[src/rtl/alu_pkg.sv]
// alu_pkg: opcodes and FSM state encoding shared by the ALU request scheduler.
package alu_pkg;
    localparam logic [2:0] OP_NOP  = 3'b000;
    localparam logic [2:0] OP_ADD  = 3'b001;
    localparam logic [2:0] OP_AND  = 3'b010;
    localparam logic [2:0] OP_OR   = 3'b011;
    localparam logic [2:0] OP_MUL  = 3'b100;
    localparam logic [2:0] OP_SUB  = 3'b101;
    localparam logic [2:0] OP_SLT  = 3'b110;
    localparam logic [2:0] OP_ZERO = 3'b111;

    typedef enum logic [1:0] {IDLE, EXEC, RESP} state_t;
endpackage

[src/rtl/rr_arb2.sv]
// rr_arb2: two-way round-robin arbiter; ties go to the requester equal to prio.
// Ports: req[1:0] requests, prio tie-break winner, en arbitration enable,
//        gnt[1:0] one-hot grant, id index of the granted requester.
module rr_arb2 (
    input  logic [1:0] req,
    input  logic       prio,
    input  logic       en,
    output logic [1:0] gnt,
    output logic       id
);
    assign gnt[0] = en & req[0] & (~req[1] | ~prio);
    assign gnt[1] = en & req[1] & (~req[0] | prio);
    assign id     = gnt[1];
endmodule

[src/rtl/alu_req_sched.sv]
// alu_req_sched: shares one combinational ALU between two requesters with round-robin
// arbitration, operand latching, a multi-cycle MUL window and a tagged response.
// Ports: clk/rst_n clock and async active-low reset; req0_*/req1_* command channels
//        (valid/ready, a, b, op); alu_a/alu_b/alu_sel drive the ALU and alu_r/alu_z
//        return its result; rsp_* is the valid/ready response (id, result, zero);
//        busy is high whenever a command is in flight.
import alu_pkg::*;

module alu_req_sched #(
    parameter int W          = 32,
    parameter int MUL_CYCLES = 3
) (
    input  logic         clk,
    input  logic         rst_n,
    input  logic         req0_valid,
    output logic         req0_ready,
    input  logic [W-1:0] req0_a,
    input  logic [W-1:0] req0_b,
    input  logic [2:0]   req0_op,
    input  logic         req1_valid,
    output logic         req1_ready,
    input  logic [W-1:0] req1_a,
    input  logic [W-1:0] req1_b,
    input  logic [2:0]   req1_op,
    output logic [W-1:0] alu_a,
    output logic [W-1:0] alu_b,
    output logic [2:0]   alu_sel,
    input  logic [W-1:0] alu_r,
    input  logic         alu_z,
    output logic         rsp_valid,
    input  logic         rsp_ready,
    output logic         rsp_id,
    output logic [W-1:0] rsp_r,
    output logic         rsp_z,
    output logic         busy
);
    state_t     state;
    logic       prio;
    logic [3:0] cnt;
    logic [1:0] gnt;
    logic       gnt_id;
    logic [2:0] gnt_op;

    rr_arb2 u_arb (
        .req  ({req1_valid, req0_valid}),
        .prio (prio),
        .en   (state == IDLE),
        .gnt  (gnt),
        .id   (gnt_id)
    );

    assign req0_ready = gnt[0];
    assign req1_ready = gnt[1];
    assign busy       = state != IDLE;
    assign gnt_op     = gnt_id ? req1_op : req0_op;

    // The latches double as the ALU drive, so the ALU inputs never toggle between operations.
    always_ff @(posedge clk or negedge rst_n) begin
        if (!rst_n) begin
            state     <= IDLE;
            prio      <= 1'b0;
            cnt       <= '0;
            alu_a     <= '0;
            alu_b     <= '0;
            alu_sel   <= '0;
            rsp_id    <= 1'b0;
            rsp_valid <= 1'b0;
            rsp_r     <= '0;
            rsp_z     <= 1'b0;
        end else begin
            case (state)
                IDLE: if (|gnt) begin
                    alu_a   <= gnt_id ? req1_a : req0_a;
                    alu_b   <= gnt_id ? req1_b : req0_b;
                    alu_sel <= gnt_op;
                    rsp_id  <= gnt_id;
                    cnt     <= (gnt_op == OP_MUL) ? 4'(MUL_CYCLES - 1) : 4'd0;
                    state   <= EXEC;
                end
                EXEC: if (cnt != 4'd0) begin
                    cnt <= cnt - 4'd1;
                end else begin
                    rsp_r     <= alu_r;
                    rsp_z     <= alu_z;
                    rsp_valid <= 1'b1;
                    state     <= RESP;
                end
                RESP: if (rsp_ready) begin
                    rsp_valid <= 1'b0;
                    prio      <= ~rsp_id;
                    state     <= IDLE;
                end
                default: state <= IDLE;
            endcase
        end
    end
endmodule

[config.mk]
export PLATFORM = sky130hd
export DESIGN_NAME = alu_req_sched
export DESIGN_NICKNAME = d
export VERILOG_FILES = /design/src/rtl/alu_pkg.sv /design/src/rtl/rr_arb2.sv /design/src/rtl/alu_req_sched.sv
export SDC_FILE = /design/constraint.sdc
export NUM_CORES = 1
export LEC_CHECK = 0
export CORE_MARGIN = 4
export CORE_UTILIZATION = 42
export DETAILED_ROUTE_END_ITERATION = 10
export PLACE_DENSITY_LB_ADDON = 0.15
export SLEW_MARGIN = 20
export SYNTH_ARGS = -nofsm -noshare
export SYNTH_HDL_FRONTEND = slang
export SYNTH_HIERARCHICAL = 1
export SYNTH_SLANG_ARGS = --single-unit
[constraint.sdc]
create_clock -name clk -period 3.1 [get_ports clk]
set_input_delay 0.62 -clock clk [delete_from_list [all_inputs] [get_ports clk]]
set_output_delay 0.62 -clock clk [all_outputs]
set_load 0.02 [all_outputs]
## After elaboration in Yosys (flattened, before gate mapping)

Index checks and enable logic that the tools add are counted.

| word-level totals | value |
|---|---|
| register bits after elaboration | 109 |

| cells by class | value |
|---|---|
| $add $sub $neg | 1 |
| eq/ne operators | 7 |
| muxes and demuxes | 14 |
| bitwise logic cells | 11 |
| reductions and logical operators | 12 |

Operators by type and width:

| kind | number |
|---|---|
| 2-to-1 mux 32 bit | 2 |
| AND reduction 3 bit | 3 |
| 2-to-1 mux 2 bit | 4 |
| 2-to-1 mux 4 bit | 2 |
| != test 2 bit, second input constant | 4 |
| one-hot mux 4 bit (2 select lines) | 1 |
| one-hot mux 2 bit (3 select lines) | 1 |
| AND reduction 2 bit | 3 |
| nonzero test 2 bit | 3 |
| NOT 1 bit | 5 |
| AND 1 bit | 4 |
| nonzero test 4 bit | 1 |
| subtractor 4 x 1 -> 4 bit, second input constant | 1 |
| equality test 3 bit, second input constant | 1 |
| 2-to-1 mux 3 bit | 1 |
| equality test 2 x 1 -> 1 bit, second input constant | 1 |
| equality test 2 bit, second input constant | 1 |
| zero test 2 bit | 1 |
| 2-to-1 mux 1 bit | 2 |
| bitwise OR 1 bit | 2 |
| one-hot mux 1 bit (2 select lines) | 1 |
| OR reduction 2 bit | 1 |

## Depth between registers and ports, before layout

| logic depth | value |
|---|---|
| depth after elaboration | 8 |
| gate-level depth with buffers | 11 |
| depth with buffers taken out | 6 |

## By module

The synthesis kept the hierarchy.

By module, submodules not included:

| module | instances | cells each | area an instance (sq um) |
|---|---|---|---|
| alu_req_sched | 1 | 414 | 4959.8 |
| rr_arb2 | 1 | 6 | 28.8 |

## Worst setup path before layout

Ideal clock, no wire load.

| timing | value |
|---|---|
| path kind | register -> register |
| from | reg state[0] |
| to | reg alu_b[10] |
| library setup time | 77 ps |
| data arrival time | 2312 ps |
| data required time | 3023 ps |
| slack | 711 ps |
| stages on the path, launching flop included | 11 |
| clock period less this slack | 2389 ps |
| path through | dfrtp_1 > nor2_2 > clkbuf_1 > nand2_1 > a21oi_1 > or2_1 > clkbuf_1 > buf_4 > clkbuf_1 > a21oi_1 > a21oi_1 |

| between the ends | value |
|---|---|
| word-level cells in the longest chain between the ends | 5 |
| elaborated cells on any way between the ends | 8 |
| classes of those cells | 1 x mux; 4 x bitwise; 3 x reduce/logical |

RTL lines:

| what | RTL line | source |
|---|---|---|
| start: declaration | alu_req_sched.sv:37 | `state_t state;` |
| start signal: assignment | alu_req_sched.sv:60 | `state <= IDLE;` |
| start signal: assignment | alu_req_sched.sv:78 | `state <= EXEC;` |
| start signal: assignment | alu_req_sched.sv:86 | `state <= RESP;` |
| zero test 2 bit | alu_req_sched.sv:47 | `.en (state == IDLE),` |
| AND 1 bit (2 in series) | rr_arb2.sv:11 | `assign gnt[0] = en & req[0] & (~req[1] \| ~prio);` |
| net req0_ready | alu_req_sched.sv:16 | `output logic req0_ready,` |
| OR reduction 2 bit | alu_req_sched.sv:72 | `IDLE: if (\|gnt) begin` |
| AND reduction 2 bit (no source line) | - |  |
| end signal: assignment | alu_req_sched.sv:74 | `alu_b <= gnt_id ? req1_b : req0_b;` |
| end: declaration | alu_req_sched.sv:26 | `output logic [W-1:0] alu_b,` |

The timed path passes the listed nets, and every way through them passes these cells.
A chain may end at the register's enable or synchronous reset.

## Final worst setup path

| timing | value |
|---|---|
| from | in req0_valid |
| to | out req0_ready |

| between the ends | value |
|---|---|
| word-level cells in the longest chain between the ends | 2 |

RTL lines:

| what | RTL line | source |
|---|---|---|
| start: declaration | alu_req_sched.sv:15 | `input logic req0_valid,` |
| AND 1 bit (2 in series) | rr_arb2.sv:11 |  |
| end: declaration | alu_req_sched.sv:16 |  |

No other way between the ends.

==> flow_metrics.env <==
export IMPL_hold_viol=0
export IMPL_post_cts_resized=0
export IMPL_crit_slowest_cell="clkdlybuf4s50_1"
export IMPL_critPathMaxStageDelay_ns=0.69
export IMPL_place_congestion=0.771
export IMPL_n_antenna_cell=0
export IMPL_numClockSinks=109
export IMPL_start_util_pct=43.3
export IMPL_synth_cells=420
export IMPL_ys_types=37
export IMPL_drive_gt1_share_pct=8.14
export IMPL_avgSynthCellArea_um2=11.9
export IMPL_dieArea_um2=13700
export IMPL_synth_xor_area_share_pct=0
export IMPL_wl_per_cell_um=18.5
export IMPL_vias_per_cell=5.18
export IMPL_worst_slew_pin_slew_ns=1.01
export IMPL_max_slew_margin_pct=32.6
export IMPL_drt_pass1_iter_count=4
export IMPL_fmax_mhz=348
export IMPL_setup_viol=0
export IMPL_root_buffer="clkbuf_16"
export IMPL_grt_pass1_vias=4406
export IMPL_fin_crit_sh_pct=92.7
export IMPL_clock_latency_ns=0.34
export IMPL_synth_seq_cells=109
export IMPL_crit_chain="clkdlybuf4s50_1, nand2_1, a21oi_1, clkdlybuf4s50_1"
export IMPL_dpl_hpwl_um=11700
export IMPL_numCtsBuffers=9
export IMPL_drt_antenna_violating_nets=0
export IMPL_finalMaxSlewViolations=0
export IMPL_timing_worst_setup_path_type="input port to primary output"
export IMPL_placed_cell_area_um2=7860
export IMPL_nets=857
export IMPL_clk_pin_slew_ns=0.07
export IMPL_cts_tree="done"
export IMPL_rsz0062_at_grt="false"
export IMPL_status="finished clean"
export IMPL_cellLeakagePower_uw=0.00331
export IMPL_grt_max_degree=69
export IMPL_path_max_fanout=3
export IMPL_grt_pass1_wl_um=22600
export IMPL_grt_antenna_before_repair=0
export IMPL_synth_compound_area_share_pct=14.7
export IMPL_peakVddDrop_v=0.000634
export IMPL_synth_adder_area_share_pct=0.502
export IMPL_syn_nets=594
export IMPL_hold_path_class="input port to async pin"
export IMPL_layout_cells_non_filler=831
export IMPL_fill_cells=824
export IMPL_yosys_area_share_simple_pct=3.06
export IMPL_rows=39
export IMPL_area_growth_pct=63.7
export IMPL_fin_tns_setup_ns=0
export IMPL_dp_cells=815
export IMPL_syn_cell_area_um2=4990
export IMPL_maxCapViolCount=0
export IMPL_final_util_pct=70.9
export IMPL_yosys_warnings=6
export IMPL_multiInputGateArea_um2=2070
export IMPL_fin_crit_ns=2.87
export IMPL_portBuffers=276
export IMPL_grt_usage_pct=21.4
export IMPL_crit_arrival_ns=2.25
export IMPL_vias=4306
export IMPL_fin_worst_skew_ns=0.00515
export IMPL_cts_hold_buf=0
export IMPL_seq_area_frac_synth_pct=54.7
export IMPL_wl_um=15400
export IMPL_cts_max_path_buffers=2
export IMPL_chipHeight_um=117
export IMPL_ios=277
export IMPL_register_area_um2=2730
export IMPL_grt_overflow=0
export IMPL_power_uw=8620
export IMPL_critPathRequiredTime_ns=2.48
export IMPL_stdcell_area_um2=8160
export IMPL_die_w_um=117
export IMPL_r2r_cells=5
export IMPL_drc_errors=0
export IMPL_synth_top_family_by_area="multiplexers"
export IMPL_start_kind="input port"
export IMPL_power_density_nw_per_um2=1060
export IMPL_synth_mux_area_fraction_pct=22.9
export IMPL_htree_levels=3
export IMPL_critPathMostFrequentCell="clkdlybuf4s50_1"
export IMPL_drt_iter0_markers=247
export IMPL_cp_end_kind="primary output"
export IMPL_cts_setup_buffers=0
export IMPL_core_area_um2=11500
## state kept, by name, indices dropped and copies added (netlist names)
register / flops
rsp_id: 1
cnt: 4
rsp_valid: 1
state: 2
alu_a: 32
prio: 1
alu_sel: 3
alu_b: 32
rsp_z: 1
rsp_r: 32
## routing by layer
metal  global-route usage, %  vias to the layer above  share of wire, %
li1                        -                     2040                 -
met3                    7.20                       26                10
met4                    8.79                        0               2.8
met2                    36.9                      213                50
met1                    24.5                     2027                37
met5                       0                        -                 0
## metrics by stage
stage / hold slack (ns) / setup WS (ns)
after global placement: 0.466 / 0.194
final: 0.370 / 0.227
after global routing: 0.452 / 0.155
after CTS: 0.416 / 0.225
after detailed placement: 0.481 / 0.229
after floorplan: 0.324 / 0.711
## cell usage after synthesis (all sizes together)
master | count | area (um2)
a21oi | 136 | 681
dfrtp | 109 | 2730
mux2i | 66 | 661
mux2 | 36 | 480
buf | 25 | 151
clkbuf | 9 | 37.5
nand2 | 6 | 25.0
inv | 5 | 18.8
o21ai | 5 | 25.0
nand2b | 3 | 18.8
nor2 | 3 | 21.3
ha | 2 | 25.0
nor3b | 2 | 26.3
or4 | 2 | 15.0
a221oi | 1 | 8.76
a31oi | 1 | 6.26
and2b | 1 | 7.51
nand3 | 1 | 5.00
nand3b | 1 | 7.51
nor3 | 1 | 5.00
o211ai | 1 | 7.51
o22ai | 1 | 6.26
or2 | 1 | 6.26
or3 | 1 | 6.26
or3b | 1 | 8.76
## critical path: cells and delay by family
kind / cells / cell delay (ns)
simple gates: 1 / 0.07
buf+inv: 2 / 1.26
compound gates: 1 / 0.29
## placed cells by master, fill, tap and decap left out, types with 2 or more instances in the layout
cell	netlist	final
mux2_2	2	2
mux2_1	14	14
nand2b_1	3	3
or4_1	2	2
buf_4	4	9
clkbuf_16	0	9
clkinv_2	0	2
nor2_4	1	2
mux2i_1	66	66
buf_12	0	2
o21ai_0	3	3
nand2_1	5	5
o21ai_1	2	2
clkbuf_8	0	2
clkdlybuf4s50_1	0	275
ha_1	2	2
dfrtp_1	109	109
mux2_4	20	20
a21oi_1	136	135
inv_1	4	4
## area by class of cell
cell class,instances,share of cell area (%)
Multi-Input combinational cell,272,25.3
Timing Repair Buffer,286,35.0
Clock buffer,11,3.10
Clock inverter,5,0.690
Inverter,5,0.230
Sequential cell,109,33.4
Tap cell,143,2.19
## power breakdown
group	internal, uW	switching (uW)	total [uW]	leakage [uW]
combinational	2310	2570	4880	0.00192
sequential	2150	419	2570	0.00123
clock	671	507	1180	0.000152
## final timing paths
path / start / endpoint / slack (ns)
worst max-delay path: req0_valid / req0_ready / 0.23
min in group clk: rsp_r[24]$_DFFE_PN0P_ / rsp_r[24]$_DFFE_PN0P_ / 0.49
worst min register to register: rsp_r[24]$_DFFE_PN0P_ / rsp_r[24]$_DFFE_PN0P_ / 0.49
worst max register to register: cnt[0]$_DFFE_PN0P_ / rsp_r[26]$_DFFE_PN0P_ / 0.85
max in group asynchronous: rst_n / rsp_r[1]$_DFFE_PN0P_ / 1.95
worst min-delay path: rst_n / alu_a[28]$_DFFE_PN0P_ / 0.37
## cells by family (layout without fill, tap and decap cells)
| kind of cell | after synthesis | count (layout) |
|---|---|---|
| AND/OR/NAND/NOR | 23 | 23 |
| AO/OA/AOI/OAI | 145 | 145 |
| flip-flops | 109 | 109 |
| buffers and inverters | 39 | 307 |
| multiplexers | 102 | 102 |
| adder cells (fa/ha/maj) | 2 | 2 |
Note: power is estimated with default switching activity, not from simulation.
==> RTL change: new RTL, same settings <==
Change the parameter `W` from 32 to 16.
--- a/src/rtl/alu_req_sched.sv
+++ b/src/rtl/alu_req_sched.sv
@@ -7,7 +7,7 @@
 import alu_pkg::*;
 
 module alu_req_sched #(
-    parameter int W          = 32,
+    parameter int W          = 16,
     parameter int MUL_CYCLES = 3
 ) (
     input  logic         clk,
Interface: changed (8 resized); port bits go from 277 to 149. The function was not compared with the original's and may differ.
==> RTL change against the original RTL <==
  * Register-to-register slack gained 0.17 ns
  * Cell area shrank 44%
  * Non-clock buffer count shrank 130
  * Worst setup slack gained 0.19 ns
  * Routed wire length shrank 49%
  * Via count shrank 43%
  * Sequential cell count shrank 48
  * Sequential share of layout area is essentially flat
  * Power shrank 45%
  * Maximum frequency grew 7.2%
  * Area after synthesis shrank 43%
  * Clock power shrank 49%
  * Combinational power shrank 44%
  * Global-route usage shrank 1.6 points
  * Critical endpoint unchanged
==> RTL change: results (changes against the original RTL) <==
[final_layout]
reg_top3 = alu_a (16), alu_b (16), rsp_r (16)  ; was alu_a (32), alu_b (32), rsp_r (32)
n_antenna_cell = 0  ; unchanged
nets = 487  ; was 857
drive_above_1_share_pct = 12.9  ; was 8.14%

[power_and_ir_drop]
p_switching_w = 0.00194  ; was 0.00349 W
leakagePower_nw = 1.87  ; was 3.31 nW
vdd_drop_max_uv = 583  ; was 634 uV

[placed_design]
place_congestion = 0.719  ; was 0.771
placed_cells = 459  ; was 815
hpwl_mm = 5.93  ; was 11.7 mm
place_area_mm2 = 0.00440  ; was 0.00786 mm2
port_buffers = 148  ; was 276

[cts]
cts_max_path_buffers = 2  ; unchanged
cts.root.buffer_cell = clkbuf_8  ; was clkbuf_16
clk_latency_ns = 0.32  ; was 0.34 ns

[timing]
tightest_slew_ns = 0.692  ; was 1.01 ns
fin_worst_skew_ns = 0.00489  ; was 0.00515 ns

[yosys]
synthTopCellsByArea = dfrtp_1, a21oi_1, mux2i_1  ; unchanged
yosysWarnings = 6  ; unchanged
synthDistinctLibCells = 35  ; was 37
syn-instance-count = 243  ; was 420
ys_seq_area_share_pct = 53.8  ; was 54.7%
async_reset_ff_share_pct = 100  ; unchanged
synthTopCellsByCount = a21oi_1, dfrtp_1, mux2i_1  ; unchanged
synth_nets = 337  ; was 594

[grt]
grt_max_degree = 37  ; was 69
grt_pass1_vias = 2718  ; was 4,406
globalRouteTotalUtil_pct = 19.8  ; was 21.4%
grt_pass1_wl_mm = 13.1  ; was 22.6 mm

[setup_path]
cp_data_arrival_time_ns = 2.06  ; was 2.25 ns

[route]
wl_per_cell_um = 16.6  ; was 18.5 um
num_vias = 2459  ; was 4,306
viasPerCell = 5.20  ; was 5.18
dr.pass1.iters = 4  ; unchanged
drt_iter0_drc = 57  ; was 247

[status]
outcome = finished, final reports clean  ; unchanged

[RTL change: metal layers]
| layer | routed length [um] | global-route usage, % | vias to the layer above |
|---|---|---|---|
| met4 | 131 | 8.04 | 0 |
| li1 | - | - | 1169 |
| met5 | 0 | 0 | - |
| met1 | 3200 | 22.4 | 1190 |
| met3 | 602 | 7.35 | 12 |
| met2 | 3920 | 33.9 | 88 |
[RTL change: kinds of logic after synthesis]
family,after synthesis,synth area share (%)
flip-flops,61,53.8
multiplexers,54,21.0
AND/OR/NAND/NOR,23,5.60
adder cells (fa/ha/maj),2,0.881
AO/OA/AOI/OAI,81,14.7
buffers and inverters,22,4.05
[RTL change: cell type report]
cell class | instances | area (um2)
Fill cell | 510 | 1890
Tap cell | 77 | 96.3
Multi-Input combinational cell | 160 | 1210
Clock inverter | 2 | 10.0
Inverter | 5 | 18.8
Sequential cell | 61 | 1530
Timing Repair Buffer | 156 | 1550
Clock buffer | 12 | 155
[RTL change: power groups by stage]
| stage | clock network [W] | registers (W) | logic, W |
|---|---|---|---|
| after floorplan | 0 | 0.00185 | 0.00116 |
| after global placement | 0 | 0.00142 | 0.00271 |
| after detailed placement | 0 | 0.00144 | 0.00277 |
| after CTS | 0.000616 | 0.00144 | 0.00278 |
| after global routing | 0.000652 | 0.00149 | 0.00295 |
| final | 0.000600 | 0.00144 | 0.00273 |
[RTL change: critical path, stage by stage]
cell,delay [ns]
clkdlybuf4s50_1,0.52
nand2_1,0.06
a21oi_1,0.20
clkdlybuf4s50_1,0.65
[RTL change: stage by stage]
step	total power, W	setup slack, ns
2_1_floorplan	0.00302	0.803
3_3_place_gp	0.00413	0.470
3_5_place_dp	0.00421	0.423
4_1_cts	0.00483	0.414
5_1_grt	0.00510	0.344
6_report	0.00477	0.421
[RTL change: final timing paths]
path / from / end / slack (ns) / depth (start not counted)
min in group clk: rsp_valid / rsp_valid / 0.49 / 2
worst max register to register: state[0] / alu_a[3] / 1.02 / 8
worst max-delay path: req0_valid / req0_ready / 0.42 / 4
worst min register to register: rsp_valid / rsp_valid / 0.49 / 2
max in group asynchronous: rst_n / alu_b[11] / 2.15 / 2
worst min-delay path: rst_n / alu_sel[2] / 0.33 / 1
